==> src/rtl/spi_slave_rx_pkg.sv <==
// spi_slave_rx_pkg: state type, pointer-width helper and reset constants for spi_slave_rx
package spi_slave_rx_pkg;
    typedef enum logic [0:0] {IDLE = 1'b0, SHIFT = 1'b1} t_spi_rx_state;
    localparam logic RST_CS_N = 1'b1;
    localparam logic RST_SCLK = 1'b0;
    localparam logic [7:0] OVR_CNT_MAX = 8'hFF;
    function automatic int ptr_width(input int depth);
        return $clog2(depth) + 1;
    endfunction
endpackage

==> src/rtl/spi_rx_sync.sv <==
// spi_rx_sync: parametrized-width two-flop synchronizer with synchronous reset to RST_VAL
module spi_rx_sync #(
    parameter int W = 1,
    parameter logic [W-1:0] RST_VAL = '0
) (
    input  logic         clk,
    input  logic         rst,
    input  logic [W-1:0] d_i,
    output logic [W-1:0] q_o
);
    logic [W-1:0] s1_q, s2_q;
    always_ff @(posedge clk) begin
        if (rst) begin
            s1_q <= RST_VAL;
            s2_q <= RST_VAL;
        end else begin
            s1_q <= d_i;
            s2_q <= s1_q;
        end
    end
    assign q_o = s2_q;
endmodule

==> src/rtl/spi_slave_rx.sv <==
// spi_slave_rx: multi-lane SPI slave deserializer feeding a show-ahead FIFO.
// Define SPI_SLAVE_RX_OVR_CNT_EN to enable the saturating overrun counter on o_ovr_cnt.
module spi_slave_rx
    import spi_slave_rx_pkg::*;
#(
    parameter int G_SPI_SIZE   = 4,
    parameter int G_DATA_WIDTH = 8,
    parameter int G_FIFO_DEPTH = 8
) (
    input  logic                                clk,
    input  logic                                rst,
    input  logic                                spi_slave_clk,
    input  logic                                spi_slave_cs_n,
    input  logic [G_SPI_SIZE-1:0]               spi_slave_di,
    output logic [G_DATA_WIDTH-1:0]             o_data,
    output logic                                o_valid,
    input  logic                                i_ready,
    output logic [ptr_width(G_FIFO_DEPTH)-1:0]  o_level,
    output logic                                o_overrun,
    output logic                                o_frame_err,
    output logic [7:0]                          o_ovr_cnt
);
    localparam int PW = ptr_width(G_FIFO_DEPTH);
    localparam int BEATS = G_DATA_WIDTH / G_SPI_SIZE;
    localparam int BW = (BEATS > 1) ? $clog2(BEATS) : 1;
    localparam logic [BW-1:0] LAST = BW'(BEATS - 1);

    logic sclk_s, cs_s;
    logic [G_SPI_SIZE-1:0] di_s;
    spi_rx_sync #(.W(1), .RST_VAL(RST_SCLK)) u_sync_sclk (.clk, .rst, .d_i(spi_slave_clk), .q_o(sclk_s));
    spi_rx_sync #(.W(1), .RST_VAL(RST_CS_N)) u_sync_cs (.clk, .rst, .d_i(spi_slave_cs_n), .q_o(cs_s));
    spi_rx_sync #(.W(G_SPI_SIZE), .RST_VAL('0)) u_sync_di (.clk, .rst, .d_i(spi_slave_di), .q_o(di_s));

    logic sclk_prev_q, edge_q, armed_q, word_done_q, word_done_d, frame_err_q, frame_err_d, overrun_q;
    logic [1:0] settle_q;
    t_spi_rx_state state_q, state_d;
    logic [BW-1:0] beat_q, beat_d;
    logic [G_DATA_WIDTH-1:0] shreg_q, shreg_d, shifted;
    logic [G_DATA_WIDTH-1:0] mem [G_FIFO_DEPTH];
    logic [PW-1:0] wr_q, rd_q;
    logic empty, full, pop, push;

    if (G_DATA_WIDTH > G_SPI_SIZE) begin : g_shift
        assign shifted = {shreg_q[G_DATA_WIDTH-G_SPI_SIZE-1:0], di_s};
    end else begin : g_single
        assign shifted = di_s;
    end

    always_comb begin
        state_d = state_q;
        beat_d = beat_q;
        shreg_d = shreg_q;
        word_done_d = 1'b0;
        frame_err_d = 1'b0;
        if (state_q == IDLE) begin
            beat_d = '0;
            shreg_d = '0;
            state_d = (!cs_s && armed_q) ? SHIFT : IDLE;
        end else if (cs_s) begin
            state_d = IDLE;
            frame_err_d = beat_q != '0;
            beat_d = '0;
            shreg_d = '0;
        end else if (edge_q) begin
            shreg_d = shifted;
            beat_d = (beat_q == LAST) ? '0 : beat_q + BW'(1);
            word_done_d = beat_q == LAST;
        end
    end

    // armed_q ignores the reset-value cs_n until the synchronizer carries the real pin level
    always_ff @(posedge clk) begin
        if (rst) begin
            sclk_prev_q <= 1'b0;
            edge_q <= 1'b0;
            settle_q <= 2'd0;
            armed_q <= 1'b0;
            state_q <= IDLE;
            beat_q <= '0;
            shreg_q <= '0;
            word_done_q <= 1'b0;
            frame_err_q <= 1'b0;
        end else begin
            sclk_prev_q <= sclk_s;
            edge_q <= sclk_s && !sclk_prev_q;
            settle_q <= settle_q[1] ? settle_q : settle_q + 2'd1;
            armed_q <= armed_q || (cs_s && settle_q[1]);
            state_q <= state_d;
            beat_q <= beat_d;
            shreg_q <= shreg_d;
            word_done_q <= word_done_d;
            frame_err_q <= frame_err_d;
        end
    end

    assign empty = wr_q == rd_q;
    assign full = (wr_q[PW-1] != rd_q[PW-1]) && (wr_q[PW-2:0] == rd_q[PW-2:0]);
    assign pop = i_ready && !empty;
    assign push = word_done_q && (!full || pop);

    always_ff @(posedge clk) begin
        if (push) mem[wr_q[PW-2:0]] <= shreg_q;
    end

    always_ff @(posedge clk) begin
        if (rst) begin
            wr_q <= '0;
            rd_q <= '0;
            overrun_q <= 1'b0;
        end else begin
            wr_q <= wr_q + PW'(push);
            rd_q <= rd_q + PW'(pop);
            overrun_q <= word_done_q && full && !pop;
        end
    end

    assign o_valid = !empty;
    assign o_data = empty ? '0 : mem[rd_q[PW-2:0]];
    assign o_level = wr_q - rd_q;
    assign o_overrun = overrun_q;
    assign o_frame_err = frame_err_q;

`ifdef SPI_SLAVE_RX_OVR_CNT_EN
    logic [7:0] ovr_cnt_q;
    always_ff @(posedge clk) begin
        if (rst) ovr_cnt_q <= 8'd0;
        else if (overrun_q && ovr_cnt_q != OVR_CNT_MAX) ovr_cnt_q <= ovr_cnt_q + 8'd1;
    end
    assign o_ovr_cnt = ovr_cnt_q;
`else
    assign o_ovr_cnt = 8'd0;
`endif
endmodule

==> config.mk <==
export PLATFORM = sky130hd
export DESIGN_NAME = spi_slave_rx
export DESIGN_NICKNAME = d
export VERILOG_FILES = /design/src/rtl/spi_slave_rx_pkg.sv /design/src/rtl/spi_rx_sync.sv /design/src/rtl/spi_slave_rx.sv
export SDC_FILE = /design/constraint.sdc
export NUM_CORES = 1
export LEC_CHECK = 0
export CORE_MARGIN = 4
export CORE_UTILIZATION = 30
export CTS_BUF_LIST = sky130_fd_sc_hd__clkbuf_16
export CTS_CLUSTER_SIZE = 10
export DETAILED_ROUTE_END_ITERATION = 6
export SYNTH_ARGS = -nofsm -noshare
export SYNTH_HDL_FRONTEND = slang
export SYNTH_SLANG_ARGS = --single-unit
==> constraint.sdc <==
create_clock -name clk -period 2.3 [get_ports clk]
set_input_delay 0.23 -clock clk [delete_from_list [all_inputs] [get_ports clk]]
set_output_delay 0.23 -clock clk [all_outputs]
set_load 0.01 [all_outputs]
Word-level counts from Yosys, hierarchy flattened --
Memory sizes are Yosys's and may differ from the RTL's. A register that Yosys moved wholly into a read port is not among the register bits. Cells that the tools add are included.
Cells by class: add/sub/neg operators 5, equality and inequality tests 3, reduce and logical (&&, ||, !) cells 18, mux-type cells 9, bitwise logic cells 3
Operator list (number):
- $add A4 B1 Y4 | 2
- $logic_and A1 B1 Y1 | 8
- $mux W8 | 1
- $mux W1 | 6
- $reduce_or A3 Y1 | 2
- $logic_not A1 Y1 | 5
- $eq A4 B4 Y1 | 1
- $reduce_or A4 Y1 | 1
- $sub A4 B4 Y4 | 1
- $eq A3 B3 Y1 | 1
- $mux W3 | 1
- $not A1 Y1 | 3
- $add A2 B1 Y2 const B | 1
- $logic_or A1 B1 Y1 | 2
- $mux W2 | 1
- $add A1 B1 Y1 const B | 1
- $ne A1 B1 Y1 | 1
Word-level totals: register bits after elaboration 38, bits in writable memories 64, logic and storage cells 58, memories 1, output and inout bits 23, bits of input ports 9
Memories:
- mem | words 8, width 8, rd ports 1, clocked after Yosys merged registers in 1, wr ports 1, RTL line spi_slave_rx.sv:39 | logic [G_DATA_WIDTH-1:0] mem [G_FIFO_DEPTH];

Longest topological paths before layout --
depth after elaboration 7, mapped depth 11, mapped depth without buffers 9

By module --
From an unflattened synthesis, not the netlist that was laid out.
Second synthesis, totals: cells, all modules 276, area, all modules 3968.8 um2
Modules (own cells, without submodules):
- spi_slave_rx | seq. area each 2442.3 um2, area each 3653.5 um2, cells each 252, times used 1
- spi_rx_sync (u_sync_di) | seq. area each 160.2 um2, area each 210.2 um2, cells each 16, times used 1
- spi_rx_sync (u_sync_cs ...) | seq. area each 40.0 um2, area each 52.6 um2, cells each 4, times used 2

Worst setup path after synthesis --
Ideal clock, no wire load.
path kind register -> register, start reg rd_q[1], end mem mem[1][0] (enable), setup slack -0.170 ns, stages on the path, launching flop included 9, buffers on the path 2, arrival time 2.087 ns, required time 1.917 ns, clock period less this slack 2.470 ns, setup time 0.383 ns, cells stage by stage dfxtp_1 > buf_6 > buf_2 > inv_1 > ha_1 > nand3_1 > or3_1 > nand3_1 > nor3_1
On the way: cells in the longest elaborated chain, start to end 7, elaborated cells on any way between the ends 10, those cells by class 2 x eq/ne; 2 x mux; 6 x reduce/logical
Ends and longest elaborated chain:
- start: declaration | RTL line spi_slave_rx.sv:40 | logic [PW-1:0] wr_q, rd_q;
- start signal: assignment | RTL line spi_slave_rx.sv:112 | rd_q <= rd_q + PW'(pop);
- $eq A4 B4 Y1 / $eq A3 B3 Y1 (equally long branches) | RTL line spi_slave_rx.sv:96, spi_slave_rx.sv:97
- $logic_not A1 Y1 / $logic_and A1 B1 Y1 (equally long branches) | RTL line spi_slave_rx.sv:98, spi_slave_rx.sv:97
- $logic_and A1 B1 Y1 / $logic_not A1 Y1 (equally long branches) | RTL line spi_slave_rx.sv:98, spi_slave_rx.sv:99
- $logic_or A1 B1 Y1 (*) | RTL line spi_slave_rx.sv:99 | assign push = word_done_q && (!full || pop);
- $logic_and A1 B1 Y1 (*) | RTL line spi_slave_rx.sv:99
- $mux W1 (*) | RTL line spi_slave_rx.sv:102 | if (push) mem[wr_q[PW-2:0]] <= shreg_q;
- $mux W1 (not written as such) (*) | RTL line spi_slave_rx.sv:102
- end: declaration | RTL line spi_slave_rx.sv:39
Mark *: on every way between the ends. The rest lies on a longest branch, timed or not.

Final worst setup path --
start reg rd_q[1], end out o_data[6]
On the way: cells in the longest elaborated chain, start to end 2
Ends and longest elaborated chain:
- $eq A4 B4 Y1 | RTL line spi_slave_rx.sv:96 | assign empty = wr_q == rd_q;
- $mux W8 | RTL line spi_slave_rx.sv:118 | assign o_data = empty ? '0 : mem[rd_q[PW-2:0]];
- end: declaration | RTL line spi_slave_rx.sv:15 | output logic [G_DATA_WIDTH-1:0] o_data,
No other way between the ends.

==> key figures <==
Detailed routing
  • Antenna-violating nets left: 0
  • Highest metal used: met4
  • Via-to-Cell Ratio: 4.42
  • Drt total wl: 7.14 mm
  • Metal1 wirelength: 3.35 mm
  • Wire per inst: 14.5 um
  • DRC violations left: 0
  • Total iterations of the first detailed-routing run: 4
  • Via count: 2175
  • Met3 wire len: 356 um
  • Initial DRC Count: 99
  • Routed wl met2: 3.38 mm

CTS
  • Root Driver: clkbuf_16
  • TritonCTS clock tree: built
  • H-tree Lvls: 3
  • Clock latency at the later pin of the worst-skew pair: 0.33 ns
  • CTS Sinks: 102
  • Post-CTS Hold Buffers: 0
  • Num CTS Buffers: 9
  • Register clock-pin slew on the reported worst setup and hold paths: 0.07 ns
  • Clock buffer depth: 2

Yosys
  • Number of synthesized flops with an enable pin: 64
  • Dominant synthesized flop cell: edfxtp_1
  • Yosys reg bits: 102
  • Ys Warns: 0
  • Sequential element share of the synthesized area: 67.8%
  • Ys async rst share: 0%
  • Synth top area cells: edfxtp_1 (49%), dfxtp_1 (19%), mux2i_1 (10%)
  • Area leader, netlist: edfxtp_1
  • Number of library cell types mapped by synthesis: 34
  • Post-synthesis cell count: 280
  • Synthesized area: 0.00396 mm^2
  • Syn Area/Cell: 14.1 um^2
  • Yosys top cell area share: 48.5%

Floorplan
  • Core ar.: 0.0128 mm^2
  • Die Height: 123 um
  • Initial core utilization: 31.0%
  • Die W: 123 um
  • Ports: 32
  • Die area: 0.0151 mm^2
  • # rows: 41

Power
  • Sw power: 650 uW
  • Total power: 3.41 mW
  • Sequential power share: 57.2%
  • Switching Fraction: 19.1%
  • Total internal power: 2.76 mW
  • Static Leak: 1.63 nW
  • Maximum VDD drop: 0.419 mV
  • PwrDens: 717 mW/mm^2
  • Clk pwr share: 41.4%
  • Combinational share of power: 1.5%

STA
  • Headroom to the max-slew limit: 46.8%
  • Final worst slack: 0.0519 ns
  • RSZ-0062 raised after global routing: true
  • Final Hold Vio Count: 0
  • Final Slew Violations: 0
  • Hold WS: 0.385 ns
  • Fin crit period: 2.25 ns
  • FMAX: 445 MHz
  • Final setup violation count: 0
  • Worst-margin pin slew: 0.794 ns
  • Fin crit share: 97.7%
  • Final Skew: 0.00655 ns

Global route
  • Antenna violations before repair: 0
  • Vias in the first global route: 2192
  • Tot GR Track Use: 9.62%
  • First-pass GRT wire length: 11.0 mm
  • Largest net degree at the start of global routing: 36
  • Grt ovf: 0

Status
  • Status: complete, no violations

Critical path
  • Slowest cell on the critical path: clkdlybuf4s50_1
  • Max Fanout on Critical Path: 5
  • Crit end category: primary output
  • R2R Path Start: rd_q[1]
  • Worst EP arrival: 2.02 ns
  • Setup CP Type: flip-flop to primary output
  • Setup crit start: rd_q[1]
  • Largest stage delay, worst path: 0.47 ns
  • Worst-case reg-to-reg path depth: 6
  • CP startpoint kind: flip-flop
  • CP Cell Sequence: inv_1 -> ha_2 -> nand4_4 -> and3_1 -> clkdlybuf4s50_1
  • R2R Setup Slk: 0.10 ns
  • Req. time, crit path: 2.07 ns

Place
  • RePlAce Congestion: 0.775
  • Worst slack, placed: 0.0340 ns
  • HPWL after detailed placement: 4.67 mm
  • Port-buffer cells: 23

Finish
  • Area growth, synth to finish: 20.2%
  • Register area: 0.00269 mm^2
  • Fillers: 1225
  • # diodes: 0
  • Share of cells above drive strength 1: 13.4%
  • Area occupied by multi-input gates: 0.00120 mm^2
  • Final nets: 332

Run
  • Max cap viols: 0

Worst hold path
  • Min-delay src: sclk_prev_q
  • Tightest Hold Check Type: flip-flop to flip-flop
  • Hold Path Depth: 1
-- critical path: cells and delay by family, from the launching register on --
kind,cells,cell delay [ns]
adders and majority gates,1,0.41
buffers and inverters,2,0.52
and+or+nand+nor,2,0.37
DFF,1,0.39
-- path summary, 6_finish.rpt --
path               end
max          o_data[6]
min             edge_q
max reg2reg  mem[7][6]
min reg2reg     edge_q
-- cell usage after synthesis (2+ instances only) --
library cell,number
a22oi_1,9
inv_1,7
mux2i_1,40
xor2_1,3
ha_1,7
buf_4,8
buf_6,2
nand2_1,11
xnor2_1,6
edfxtp_1,64
or2_2,2
nor2b_1,18
nor3_1,2
nor2_1,26
clkbuf_1,6
and2_1,3
dfxtp_1,38
a221oi_1,7
a21oi_1,2
nand3_1,5
-- layout by cell type, fill, tap and decap left out, drive strengths merged, types with 3 or more instances in the layout --
cell           instances
a221oi                 7
clkdlybuf4s50         13
clkbuf                11
dfxtp                 38
nand2                 11
buf                   12
inv                   11
xnor2                  6
a22oi                  9
nand3                  5
ha                     7
and2                   3
conb                   8
edfxtp                64
nor2                  26
dlygate4sd2           10
xor2                   3
mux2i                 40
nor2b                 18
-- cell families after synthesis --
family,Yosys count,synth area share [%]
flops,102,67.8
simple gates,73,9.26
mux,40,10.1
buf+inv,27,4.17
compound gates,20,3.89
xor+xnor,9,1.99
fa+ha+maj,8,2.72
other cells,1,0.0947
-- power by group through the flow --
stage	registers, mW	logic (mW)	clock network [mW]
after detailed placement	1.99	0.0498	0
after global placement	1.99	0.0495	0
after floorplan	1.99	0.0442	0
final	1.95	0.0495	1.41
after CTS	1.95	0.0500	1.44
after global routing	1.95	0.0569	1.51
-- routing by layer --
layer  GRT usage, %  vias up
met5              0        -
met4           2.87        0
met3           3.23        6
met2           15.5       46
met1           12.3     1062
li1               -     1061
-- timing repair --
item	in CTS	in global routing
setup buffers	0	1
resized for setup	11	11
endpoints found under the setup margin	11	72
gates cloned	0	2
pin swaps	0	1
-- sequential cells by signal (all words and copies together), names as in the netlist --
| name | count |
|---|---|
| armed_q | 1 |
| beat_q | 1 |
| edge_q | 1 |
| mem | 64 |
| o_frame_err | 1 |
| o_overrun | 1 |
| rd_q | 4 |
| sclk_prev_q | 1 |
| settle_q | 2 |
| shreg_q | 8 |
| state_q | 1 |
| u_sync_cs.q_o | 1 |
| u_sync_cs.s1_q | 1 |
| u_sync_di.q_o | 4 |
| u_sync_di.s1_q | 4 |
| u_sync_sclk.q_o | 1 |
| u_sync_sclk.s1_q | 1 |
| word_done_q | 1 |
| wr_q | 4 |
-- per-stage QoR --
step / area, um^2 / util, % / setup TNS (ns) / cells
after floorplan: 4000 / - / 0 / 287
after global placement: 4400 / 34.4 / 0 / 473
after global routing: 4760 / 37.3 / -1.16 / 492
after CTS: 4680 / 36.6 / 0 / 489
after detailed placement: 4400 / 34.4 / 0 / 473
final: 4760 / 37.3 / 0 / 492
-- area by class of cell --
type                            instances  area share [%]
Sequential cell                       102            56.5
Inverter                                7           0.552
Multi-Input combinational cell        159            25.2
Clock buffer                           10            5.26
Clock inverter                          6           0.710
Timing Repair Buffer                   36            7.26
Tap cell                              172            4.52
Note: power is estimated with default switching activity, not from simulation.
